**src/rtl/amm_rdwr_arbiter.sv**
```systemverilog
// Round-robin share of one Avalon-MM master between a read-only and a write-only requester.
// Registered grant, combinational command mux; one transfer per grant, pipelined reads counted.
module amm_rdwr_arbiter #(
  parameter int ADDR_W         = 10,
  parameter int DATA_W         = 64,
  parameter int MAX_PENDING_RD = 8,
  parameter int RD_FENCE       = 1,
  localparam int BE_W          = DATA_W / 8,
  localparam int PEND_W        = $clog2(MAX_PENDING_RD + 1)
) (
  input  logic              clk_i,
  input  logic              rst_ni,
  input  logic [ADDR_W-1:0] rd_address_i,
  input  logic              rd_read_i,
  output logic              rd_waitrequest_o,
  output logic [DATA_W-1:0] rd_readdata_o,
  output logic              rd_readdatavalid_o,
  input  logic [ADDR_W-1:0] wr_address_i,
  input  logic              wr_write_i,
  input  logic [DATA_W-1:0] wr_writedata_i,
  input  logic [BE_W-1:0]   wr_byteenable_i,
  output logic              wr_waitrequest_o,
  output logic [ADDR_W-1:0] amm_address_o,
  output logic              amm_read_o,
  output logic              amm_write_o,
  output logic [DATA_W-1:0] amm_writedata_o,
  output logic [BE_W-1:0]   amm_byteenable_o,
  input  logic              amm_waitrequest_i,
  input  logic [DATA_W-1:0] amm_readdata_i,
  input  logic              amm_readdatavalid_i,
  output logic [PEND_W-1:0] rd_pending_o,
  output logic              err_o
);

  typedef enum logic [1:0] {IDLE, GNT_RD, GNT_WR} state_t;

  localparam logic [PEND_W-1:0] MAX_P = PEND_W'(MAX_PENDING_RD);

  state_t            state;
  logic              last_gnt_wr;
  logic [PEND_W-1:0] pending;
  logic              err;
  logic              rd_ok;
  logic              wr_ok;
  logic              rd_accept;

  assign rd_ok     = rd_read_i && (pending < MAX_P);
  assign wr_ok     = wr_write_i && ((RD_FENCE == 0) || (pending == '0));
  assign rd_accept = (state == GNT_RD) && rd_read_i && !amm_waitrequest_i;

  always_ff @(posedge clk_i or negedge rst_ni) begin
    if (!rst_ni) begin
      state       <= IDLE;
      last_gnt_wr <= 1'b1;
      pending     <= '0;
      err         <= 1'b0;
    end else begin
      case (state)
        IDLE: begin
          // On contention the port that did not win last time goes first.
          if (rd_ok && (!wr_ok || last_gnt_wr)) begin
            state       <= GNT_RD;
            last_gnt_wr <= 1'b0;
          end else if (wr_ok) begin
            state       <= GNT_WR;
            last_gnt_wr <= 1'b1;
          end
        end
        GNT_RD: if (!rd_read_i || !amm_waitrequest_i) state <= IDLE;
        GNT_WR: if (!wr_write_i || !amm_waitrequest_i) state <= IDLE;
        default: state <= IDLE;
      endcase

      // A return with nothing outstanding is flagged rather than wrapping the count.
      if (rd_accept && !amm_readdatavalid_i) begin
        pending <= pending + PEND_W'(1);
      end else if (!rd_accept && amm_readdatavalid_i) begin
        if (pending == '0) err <= 1'b1;
        else               pending <= pending - PEND_W'(1);
      end
    end
  end

  always_comb begin
    amm_address_o    = '0;
    amm_read_o       = 1'b0;
    amm_write_o      = 1'b0;
    amm_writedata_o  = '0;
    amm_byteenable_o = '0;
    rd_waitrequest_o = 1'b1;
    wr_waitrequest_o = 1'b1;
    case (state)
      GNT_RD: begin
        amm_address_o    = rd_address_i;
        amm_read_o       = rd_read_i;
        amm_byteenable_o = '1;
        rd_waitrequest_o = amm_waitrequest_i;
      end
      GNT_WR: begin
        amm_address_o    = wr_address_i;
        amm_write_o      = wr_write_i;
        amm_writedata_o  = wr_writedata_i;
        amm_byteenable_o = wr_byteenable_i;
        wr_waitrequest_o = amm_waitrequest_i;
      end
      default: ;
    endcase
  end

  assign rd_readdata_o      = amm_readdata_i;
  assign rd_readdatavalid_o = amm_readdatavalid_i;
  assign rd_pending_o       = pending;
  assign err_o              = err;

endmodule

```
**config.mk**
```make
export PLATFORM = sky130hd
export DESIGN_NAME = amm_rdwr_arbiter
export DESIGN_NICKNAME = d
export VERILOG_FILES = /design/src/rtl/amm_rdwr_arbiter.sv
export SDC_FILE = /design/constraint.sdc
export NUM_CORES = 1
export LEC_CHECK = 0
export ABC_AREA = 1
export BUFFER_PORTS_ARGS = -buffer_cell sky130_fd_sc_hd__buf_2
export CORE_AREA = 5 5 119 121
export DETAILED_ROUTE_END_ITERATION = 12
export DIE_AREA = 0 0 124 126
export GPL_TIMING_DRIVEN = 1
export MAX_ROUTING_LAYER = met4
export PLACE_DENSITY = 0.6
export SYNTH_ARGS = -nofsm -noshare
export SYNTH_HDL_FRONTEND = slang
export SYNTH_SLANG_ARGS = --single-unit
```
**constraint.sdc**
```tcl
create_clock -name clk_i -period 3.1 [get_ports clk_i]
set_clock_uncertainty 0.2 [all_clocks]
set_input_delay 0 -clock clk_i [delete_from_list [all_inputs] [get_ports clk_i]]
set_output_delay 0 -clock clk_i [all_outputs]
set_load 0.01 [all_outputs]
```
Yosys cells after proc, flatten, opt, wreduce, memory -nomap -nowiden
Cells that the tools add are included.
{"block": "totals", "inputBits": 162, "reg_bits": 8, "out_inout_bits": 156}
{"block": "op_classes", "n_lt_le_gt_ge": 1, "add_sub_neg": 2, "bitwise": 1, "n_mux": 17, "eq_ne": 6, "n_reduce_logical": 24}
{"cell": "$mux W64", "n": 1}
{"cell": "$pmux W10 S2", "n": 1}
{"cell": "$pmux W8 S2", "n": 1}
{"cell": "$mux W4", "n": 3}
{"cell": "$mux W2", "n": 4}
{"cell": "$logic_and A1 B1 Y1", "n": 7}
{"cell": "$logic_not A1 Y1", "n": 6}
{"cell": "$mux W1", "n": 6}
{"cell": "$pmux W2 S3", "n": 1}
{"cell": "$reduce_and A3 Y1", "n": 2}
{"cell": "$add A4 B1 Y4 const B", "n": 1}
{"cell": "$logic_not A4 Y1", "n": 1}
{"cell": "$lt A4 B4 Y1 const B", "n": 1}
{"cell": "$ne A2 B1 Y1 const B", "n": 2}
{"cell": "$reduce_and A2 Y1", "n": 2}
{"cell": "$reduce_bool A2 Y1", "n": 2}
{"cell": "$sub A4 B1 Y4 const B", "n": 1}
{"cell": "$logic_or A1 B1 Y1", "n": 3}
{"cell": "$ne A3 B3 Y1 const B", "n": 1}
{"cell": "$eq A2 B1 Y1 const B", "n": 1}
{"cell": "$eq A2 B2 Y1 const B", "n": 1}
{"cell": "$logic_not A2 Y1", "n": 1}
{"cell": "$ne A2 B2 Y1 const B", "n": 1}
{"cell": "$not A1 Y1", "n": 1}

Depth between registers and ports, before layout
Gate-level depths: netlist (run 1).
{"block": "logic_depth", "ltp_word": 7, "ltp_mapped": 13}

Worst setup path after synthesis (run 1)
Ideal clock, no wire load.
{"block": "synth_path", "path_kind": "register to register", "start": "register state[1]", "end": "register pending[3], in the netlist rd_pending_o[3]", "path_slack_ns": 0.914, "t_arrival_ns": 1.869, "required_time_ns": 2.783, "path_stages_with_launch": 14, "n_path_buf": 0, "setup_time_ns": 0.117, "path_cell_list": "dfrtp_1 -> inv_1 -> ha_1 -> nand2_1 -> nor2_1 -> ha_1 -> inv_1 -> ha_1 -> a21oi_1 -> nand2_1 -> nand2_1 -> nand2_1 -> nand2_2 -> o21ai_2"}
{"block": "synth_between", "elab_chain_len": 7}
{"item": "from (decl)", "line": "39", "rtl": "state_t state;"}
{"item": "from (signal assigned)", "line": "53", "rtl": "state <= IDLE;"}
{"item": "from (signal assigned)", "line": "62", "rtl": "state <= GNT_RD;"}
{"item": "from (signal assigned)", "line": "65", "rtl": "state <= GNT_WR;"}
{"item": "$eq A2 B1 Y1 (*)", "line": "49", "rtl": "assign rd_accept = (state == GNT_RD) && rd_read_i && !amm_waitrequest_i;"}
{"item": "$logic_and A1 B1 Y1 (*) (2 in a row)", "line": "49"}
{"item": "$logic_not A1 Y1", "line": "77", "rtl": "end else if (!rd_accept && amm_readdatavalid_i) begin"}
{"item": "$logic_and A1 B1 Y1", "line": "77"}
{"item": "$reduce_bool A2 Y1 (no line)"}
{"item": "$reduce_and A2 Y1 (no line)"}
{"item": "to (signal assigned)", "line": "76", "rtl": "pending <= pending + PEND_W'(1);"}
{"item": "to (signal assigned)", "line": "79", "rtl": "else pending <= pending - PEND_W'(1);"}
{"item": "to (decl)", "line": "41", "rtl": "logic [PEND_W-1:0] pending;"}
Mark *: on every way between the ends. The rest lies on a longest branch, timed or not.
A chain may end at the register's enable or synchronous reset.

Worst setup path in the final report (run 1)
Same ends and word-level chain as after synthesis.

==> results.rst, run 1 <==
.. list-table::
   :header-rows: 1

   * - Metric
     - Value
   * - Areal power density over the cells
     - 546.7 mW/mm²
   * - CTS tree
     - done
   * - End point of the worst hold path
     - err_o
   * - Number of buffers between clock root and the deepest sink
     - 2
   * - Routed vias
     - 2496
   * - Number of cell instances on the worst register-to-register path
     - 13
   * - Area occupied by registers
     - between 200 and 250 µm²
   * - Initial antenna violation count
     - 4
   * - Total chip power
     - 0.001787 W
   * - Post-synthesis sequential element count
     - 8
   * - Worst R2R Setup Slack
     - 0.70 ns
   * - Portion of the clock cycle consumed by the worst path in the final layout
     - 0.7739
   * - Row cnt
     - 42
   * - Post-synth top area cell
     - sky130_fd_sc_hd__buf_4
   * - Number of antenna-violating nets in the routed design
     - 0
   * - TritonCTS Buffers
     - 3
   * - Number of max-slew violations in the final report
     - 0
   * - Crit path capture type
     - flip-flop
   * - Number of enable flip-flop cells after synthesis
     - 0
   * - FF-to-FF End
     - rd_pending_o[3]
   * - Die Footprint
     - 0.01562 mm²
   * - Synthesized area per cell
     - 5.615 µm²
   * - Cell count after synthesis
     - approximately 330
   * - Layout cell share with drive strength beyond 1
     - 0.4058
   * - Floorplan Core Area
     - 0.01298 mm²
   * - DIE HEIGHT
     - 126 µm
   * - Depth of the CTS H-tree
     - 1
   * - Number of top-level pins
     - roughly 320
   * - Transition time at the pin with the least slew margin
     - 0.5953 ns
   * - Detail-routed net length per standard cell
     - 13.59 µm
   * - Cell area after synthesis
     - around 0.0018 mm²
   * - Area share of the largest cell type after synthesis
     - 0.2731
   * - Total area of multi-input combinational cells
     - 798.3 µm²
   * - Clock period minus worst slack
     - about 2.4 ns
   * - First-pass GRT wire length
     - roughly 13 mm
   * - R2r startpoint
     - state[1]
   * - Post-synthesis cell type count
     - 24
   * - Unrepaired setup endpoints after global routing
     - false
   * - Max Cap Violations
     - 0
   * - Resized cells post-CTS
     - 0
   * - Number of fillers in the final layout
     - 1460
   * - Cell types with the largest area share after synthesis
     - sky130_fd_sc_hd__buf_4 27%, sky130_fd_sc_hd__nand2_1 23%, sky130_fd_sc_hd__inv_1 16%
   * - Status
     - finished, final reports clean
   * - Instance count along the most critical hold path
     - 3
   * - Setup Total Neg Slack
     - 0 ns
   * - Root buf cell
     - sky130_fd_sc_hd__clkbuf_16
   * - Number of hold violations in the final report
     - 0
   * - Pin count of the biggest net entering global routing
     - 44
   * - Hold path start
     - amm_readdatavalid_i
   * - Later-pin clock latency in the skew report
     - between 0.2 and 0.25 ns
   * - Type of the most critical hold path
     - primary input to flip-flop
   * - Slew headroom
     - 0.6007
   * - Die width
     - 124 µm
   * - Required time of the critical path
     - slightly above 3 ns
   * - HPWL after detailed placement
     - 6.763 mm
   * - Via count of the first global-routing pass
     - 2422
   * - Final routed wirelength across all metal layers
     - 9.443 mm
   * - Most instantiated flip-flop cell in the synthesis netlist
     - sky130_fd_sc_hd__dfrtp_1
   * - Global-route total usage across every layer
     - 0.1061
   * - Async set-reset flop share out of synthesis
     - 1.000
   * - Number of buffers added to fix hold violations after cts
     - 68
   * - Startpoint Class
     - flip-flop
   * - Number of setup violations in the final report
     - 0
   * - Initial DRC count
     - 107
   * - Clock sink total
     - 8
   * - Per-cell via count in the routed design
     - 3.591
   * - Area added between synthesis and finish
     - 77.51%
   * - Last weighted congestion value of the routability-driven placer
     - 0.7801
   * - Iteration count of the initial detailed-routing pass
     - 4
   * - CP startpoint
     - state[1]
   * - Arrival @ worst endpoint
     - 2.33 ns
   * - Top fanout value on the critical path
     - 5
   * - Total nets after synthesis
     - roughly 500
   * - Ys Warns
     - 0
   * - Worst-path clk slew
     - 0.04 ns
   * - Share of synthesized area occupied by flip-flops and latches
     - 0.1094
   * - Initial Utilization
     - 0.1419
   * - Number of setup buffers added after CTS
     - 0
   * - Crit Path Category
     - flip-flop to flip-flop
   * - Peak VDD IR
     - about 390 µV
   * - Congestion Overflow GR
     - 0
   * - Leak Pwr
     - 2.253 nW
   * - Upper clock frequency limit
     - 416.8 MHz
   * - Number of DRC violations after detailed routing
     - 0
   * - Layout net count
     - between 600 and 700
   * - Port Buffer Count
     - 189
## critical path: stages (launching register included)
cell and delay (ns):
sky130_fd_sc_hd__dfrtp_1 0.41, sky130_fd_sc_hd__inv_1 0.09, sky130_fd_sc_hd__ha_1 0.16, sky130_fd_sc_hd__nand2_1 0.09, sky130_fd_sc_hd__nor2_1 0.15, sky130_fd_sc_hd__ha_1 0.22
sky130_fd_sc_hd__inv_1 0.13, sky130_fd_sc_hd__ha_1 0.34, sky130_fd_sc_hd__a21oi_1 0.20, sky130_fd_sc_hd__nand2_1 0.07, sky130_fd_sc_hd__nand2_1 0.06, sky130_fd_sc_hd__nand2_1 0.06
sky130_fd_sc_hd__nand2_2 0.06, sky130_fd_sc_hd__o21ai_2 0.04
## stage by stage
step           hold WS, ns  area, µm²  setup slack (ns)  instances  utilization
3_5_place_dp       -0.3387       2500            0.7404        619       0.1926
2_1_floorplan      -0.4956       1842            0.9139        328            -
5_1_grt            0.03275       3269            0.4581        695       0.2519
6_report          0.007526       3269            0.7009        695       0.2519
3_3_place_gp       -0.3385       2500            0.8268        619       0.1926
4_1_cts          0.0001341       3259            0.7030        691       0.2511
## worst max-delay path by stage
stage | slack, ns | endpoint | cells past startpoint
finish | 0.70 | rd_pending_o[3] | 13
CTS | 0.70 | rd_pending_o[3] | 13
floorplan | 0.91 | rd_pending_o[3] | 13
global placement | 0.83 | rd_pending_o[3] | 13
global route | 0.46 | rd_pending_o[3] | 13
detailed placement | 0.74 | rd_pending_o[3] | 13
## state kept, by name, indices dropped and copies added (netlist names)
| register | cells |
|---|---|
| rd_pending_o | 4 |
| err_o | 1 |
| state | 2 |
| last_gnt_wr | 1 |
## synth_stat cells (all sizes together), types with 3 or more instances
cell type and number:
ha 7, nand2 116, inv 80, buf 76, dfrtp 7, nand3 5, o21ai 3, nor2 5
xnor2 3, a21oi 20
## kinds of logic (layout without fill, tap and decap cells)
family | after synthesis | in the layout | synth area share
xor gates and xnor gates | 3 | 3 | 0.01427
DFF | 8 | 8 | 0.1094
adders and majority gates | 8 | 8 | 0.05842
AOI/OAI and AO/OA | 26 | 26 | 0.08017
and+or+nand+nor | 126 | 126 | 0.2738
other | 0 | 4 | 0
buffers and inverters | 157 | 344 | 0.4640
## report_power, final
part	leakage, nW	switching [W]	total (W)	internal [W]
registers	0.0956	0.0000674	0.000224	0.000156
clock network	0.0382	0.0000581	0.000230	0.000172
logic	2.12	0.000806	0.00133	0.000527
## metal layers
| layer | track usage | wire [µm] | vias up |
|---|---|---|---|
| li1 | - | - | 1245 |
| met1 | 0.1194 | 3525 | 1094 |
| met2 | 0.1899 | 4797 | 152 |
| met3 | 0.02466 | 1035 | 5 |
| met4 | 0.02191 | 85 | 0 |
| met5 | - | 0 | - |
## placed cells by master, fill, tap and decap left out
cell,count
sky130_fd_sc_hd__a21oi_1,20
sky130_fd_sc_hd__a31o_2,1
sky130_fd_sc_hd__buf_12,1
sky130_fd_sc_hd__buf_2,189
sky130_fd_sc_hd__buf_4,1
sky130_fd_sc_hd__clkbuf_1,1
sky130_fd_sc_hd__clkbuf_16,3
sky130_fd_sc_hd__clkinv_1,1
sky130_fd_sc_hd__dfrtp_1,7
sky130_fd_sc_hd__dfstp_2,1
sky130_fd_sc_hd__diode_2,4
sky130_fd_sc_hd__dlygate4sd3_1,68
sky130_fd_sc_hd__fa_1,1
sky130_fd_sc_hd__ha_1,6
sky130_fd_sc_hd__ha_4,1
sky130_fd_sc_hd__inv_1,77
sky130_fd_sc_hd__inv_2,2
sky130_fd_sc_hd__inv_4,1
sky130_fd_sc_hd__nand2_1,112
sky130_fd_sc_hd__nand2_2,3
sky130_fd_sc_hd__nand2_4,1
sky130_fd_sc_hd__nand3_1,4
sky130_fd_sc_hd__nand3_2,1
sky130_fd_sc_hd__nor2_1,3
sky130_fd_sc_hd__nor2_2,2
sky130_fd_sc_hd__o2111ai_1,1
sky130_fd_sc_hd__o21ai_1,2
sky130_fd_sc_hd__o21ai_2,1
sky130_fd_sc_hd__o21bai_2,1
sky130_fd_sc_hd__xnor2_1,3
## final cells by class
type,instances,share of cell area
Antenna cell,4,0.003062
Clock buffer,4,0.02411
Inverter,81,0.09376
Multi-Input combinational cell,163,0.2442
Sequential cell,8,0.06161
Tap cell,176,0.06736
Timing Repair Buffer,259,0.5059
No activity file was read; power rests on OpenSTA's default activity.
==> inputs of run 2 (changes only) <==
clock period = 2.21 ns   (was 3.1 ns; I/O delays follow)
==> results.rst, run 2 (same netlist as run 1, synthesis figures left out) <==
.. list-table::
   :header-rows: 1

   * - Metric
     - Value
   * - Row cnt
     - 42
   * - Peak VDD IR
     - 528.7 µV
   * - Clock sink total
     - 8
   * - CTS tree
     - done
   * - Floorplan Core Area
     - roughly 0.013 mm²
   * - Initial antenna violation count
     - 2
   * - Crit-path most repeated cell
     - sky130_fd_sc_hd__nand2_1
   * - Number of buffers and inverters on the critical path
     - 3
   * - Slowest cell delay on critical path
     - around 0.38 ns
   * - Required time of the critical path
     - 2.14 ns
   * - Per-cell via count in the routed design
     - 3.589
   * - Port Buffer Count
     - 189
   * - Pin count of the biggest net entering global routing
     - 75
   * - Clock period minus worst slack
     - 2.103 ns
   * - Initial Utilization
     - 0.1419
   * - Layout cell share with drive strength beyond 1
     - 0.4346
   * - Most frequent cells in the layout
     - 189 x sky130_fd_sc_hd__buf_2, 111 x sky130_fd_sc_hd__nand2_1, 75 x sky130_fd_sc_hd__inv_1
   * - Number of top-level pins
     - 318
   * - Worst-path clk slew
     - 0.04 ns
   * - Total area of multi-input combinational cells
     - 864.6 µm²
   * - Die width
     - 124 µm
   * - Type of the most critical hold path
     - primary input to flip-flop
   * - Transition time at the pin with the least slew margin
     - 0.3497 ns
   * - Status
     - finished, final reports clean
   * - Via count of the first global-routing pass
     - 2400
   * - Number of setup violations in the final report
     - 0
   * - Most frequent standard cell in the layout excluding fill and tap cells
     - sky130_fd_sc_hd__buf_2
   * - Layout net count
     - 691
   * - Areal power density over the cells
     - 784.1 mW/mm²
   * - Die Footprint
     - 0.01562 mm²
   * - Root buf cell
     - sky130_fd_sc_hd__clkbuf_16
   * - Max Cap Violations
     - 0
   * - TritonCTS Buffers
     - 3
   * - Congestion Overflow GR
     - 0
   * - Final routed wirelength across all metal layers
     - ~9.4 mm
   * - Cell Chain, Critical Path
     - inv_2 > ha_4 > nand2_2 > nor2_4 > ha_2 > inv_2 > buf_4 > ha_4 > a21oi_2 > nand2_1 > nand2_1 > nand2_1 > nand2_2 > o21ai_2
   * - Setup Total Neg Slack
     - 0 ns
   * - Area occupied by registers
     - 201.4 µm²
   * - Later-pin clock latency in the skew report
     - roughly 0.24 ns
   * - Crit-path slowest cell
     - sky130_fd_sc_hd__dfrtp_1
   * - Depth of the CTS H-tree
     - 1
   * - Leak Pwr
     - 2.280 nW
   * - Startpoint Class
     - flip-flop
   * - Kind of cell adding the most delay to the critical path
     - adder cells
   * - Initial DRC count
     - 74
   * - Portion of the clock cycle consumed by the worst path in the final layout
     - 0.9518
   * - Number of max-slew violations in the final report
     - 0
   * - Number of antenna-violating nets in the routed design
     - 0
   * - Slew headroom
     - 0.7661
   * - Largest register FFs
     - 4
   * - DIE HEIGHT
     - between 100 and 150 µm
   * - Top fanout value on the critical path
     - 4
   * - Number of DRC violations after detailed routing
     - 0
   * - Last weighted congestion value of the routability-driven placer
     - 0.7901
   * - Crit path capture type
     - flip-flop
   * - Routed vias
     - 2505
   * - Number of placed cells counting well taps
     - around 620
   * - Area added between synthesis and finish
     - 82.88%
   * - Number of hold violations in the final report
     - 0
   * - Detail-routed net length per standard cell
     - 13.40 µm
   * - HPWL after detailed placement
     - 6.692 mm
   * - Final cell count without fillers
     - 698
   * - Arrival @ worst endpoint
     - 2.03 ns
   * - Number of buffers between clock root and the deepest sink
     - 2
   * - Iteration count of the initial detailed-routing pass
     - 6
   * - First-pass GRT wire length
     - 12.68 mm
   * - Crit Path Category
     - flip-flop to flip-flop
   * - Number of fillers in the final layout
     - 1450
   * - Global-route total usage across every layer
     - 0.1047
   * - Upper clock frequency limit
     - between 400 and 500 MHz
run 2: path summary, 6_finish.rpt:
path | end | slack (ns) | cells past startpoint | start
setup reg to reg | rd_pending_o[3] | 0.11 | 14 | state[1]
hold reg to reg | err_o | 0.29 | 1 | err_o
max in group asynchronous | rd_pending_o[1] | 0.97 | 3 | rst_ni
setup / recovery | rd_pending_o[3] | 0.11 | 14 | state[1]
min in group asynchronous | last_gnt_wr | 0.07 | 2 | rst_ni
hold / removal | err_o | 0.02 | 3 | amm_readdatavalid_i
run 2: layer usage:
metal / GRT usage / vias to the layer above / share of wire
met5: - / - / 0
met4: 0.01933 / 0 / 0.0081
met3: 0.02601 / 9 / 0.12
met2: 0.1807 / 163 / 0.50
met1: 0.1234 / 1078 / 0.37
li1: - / 1255 / -
run 2: timing repair:
action / in CTS / in global routing
endpoints found under the setup margin: 0 / 2
endpoints found under the hold margin: 75 / 0
setup buffers: 0 / 1
gates resized for setup: 0 / 14
hold buffers: 68 / 0
run 2: final cells by class:
type	instances	share of cell area
clock buffer	4	0.02340
tap	176	0.06538
sequential	8	0.05981
timing repair buffer	264	0.5022
inverter	81	0.09101
antenna	2	0.001486
multi-input combinational	163	0.2567
run 2: report_power, final:
group / internal (W) / switching (W) / leakage [nW] / total (W)
registers: 0.000219 / 0.000101 / 0.0956 / 0.000320
logic: 0.000820 / 0.00117 / 2.15 / 0.00199
clock network: 0.000242 / 0.0000851 / 0.0382 / 0.000327
run 2: worst reg2reg max path, cell delays in order (launching register included):
cell and delay (ns):
sky130_fd_sc_hd__dfrtp_1 0.38, sky130_fd_sc_hd__inv_2 0.08, sky130_fd_sc_hd__ha_4 0.13, sky130_fd_sc_hd__nand2_2 0.07, sky130_fd_sc_hd__nor2_4 0.12, sky130_fd_sc_hd__ha_2 0.20
sky130_fd_sc_hd__inv_2 0.05, sky130_fd_sc_hd__buf_4 0.15, sky130_fd_sc_hd__ha_4 0.15, sky130_fd_sc_hd__a21oi_2 0.17, sky130_fd_sc_hd__nand2_1 0.07, sky130_fd_sc_hd__nand2_1 0.06
sky130_fd_sc_hd__nand2_1 0.06, sky130_fd_sc_hd__nand2_2 0.05, sky130_fd_sc_hd__o21ai_2 0.04
run 2: stage by stage:
stage,util,area [µm²],total power (W),hold WS (ns),setup slack [ns]
floorplan,-,1842,0.001496,-0.4956,0.02391
global placement,0.1949,2530,0.002087,-0.3345,0.07646
detailed placement,0.1949,2530,0.002108,-0.3350,0.02633
CTS,0.2534,3289,0.002585,0.01222,0.01990
global route,0.2595,3368,0.002903,0.04086,-0.02162
finish,0.2595,3368,0.002641,0.02380,0.1065
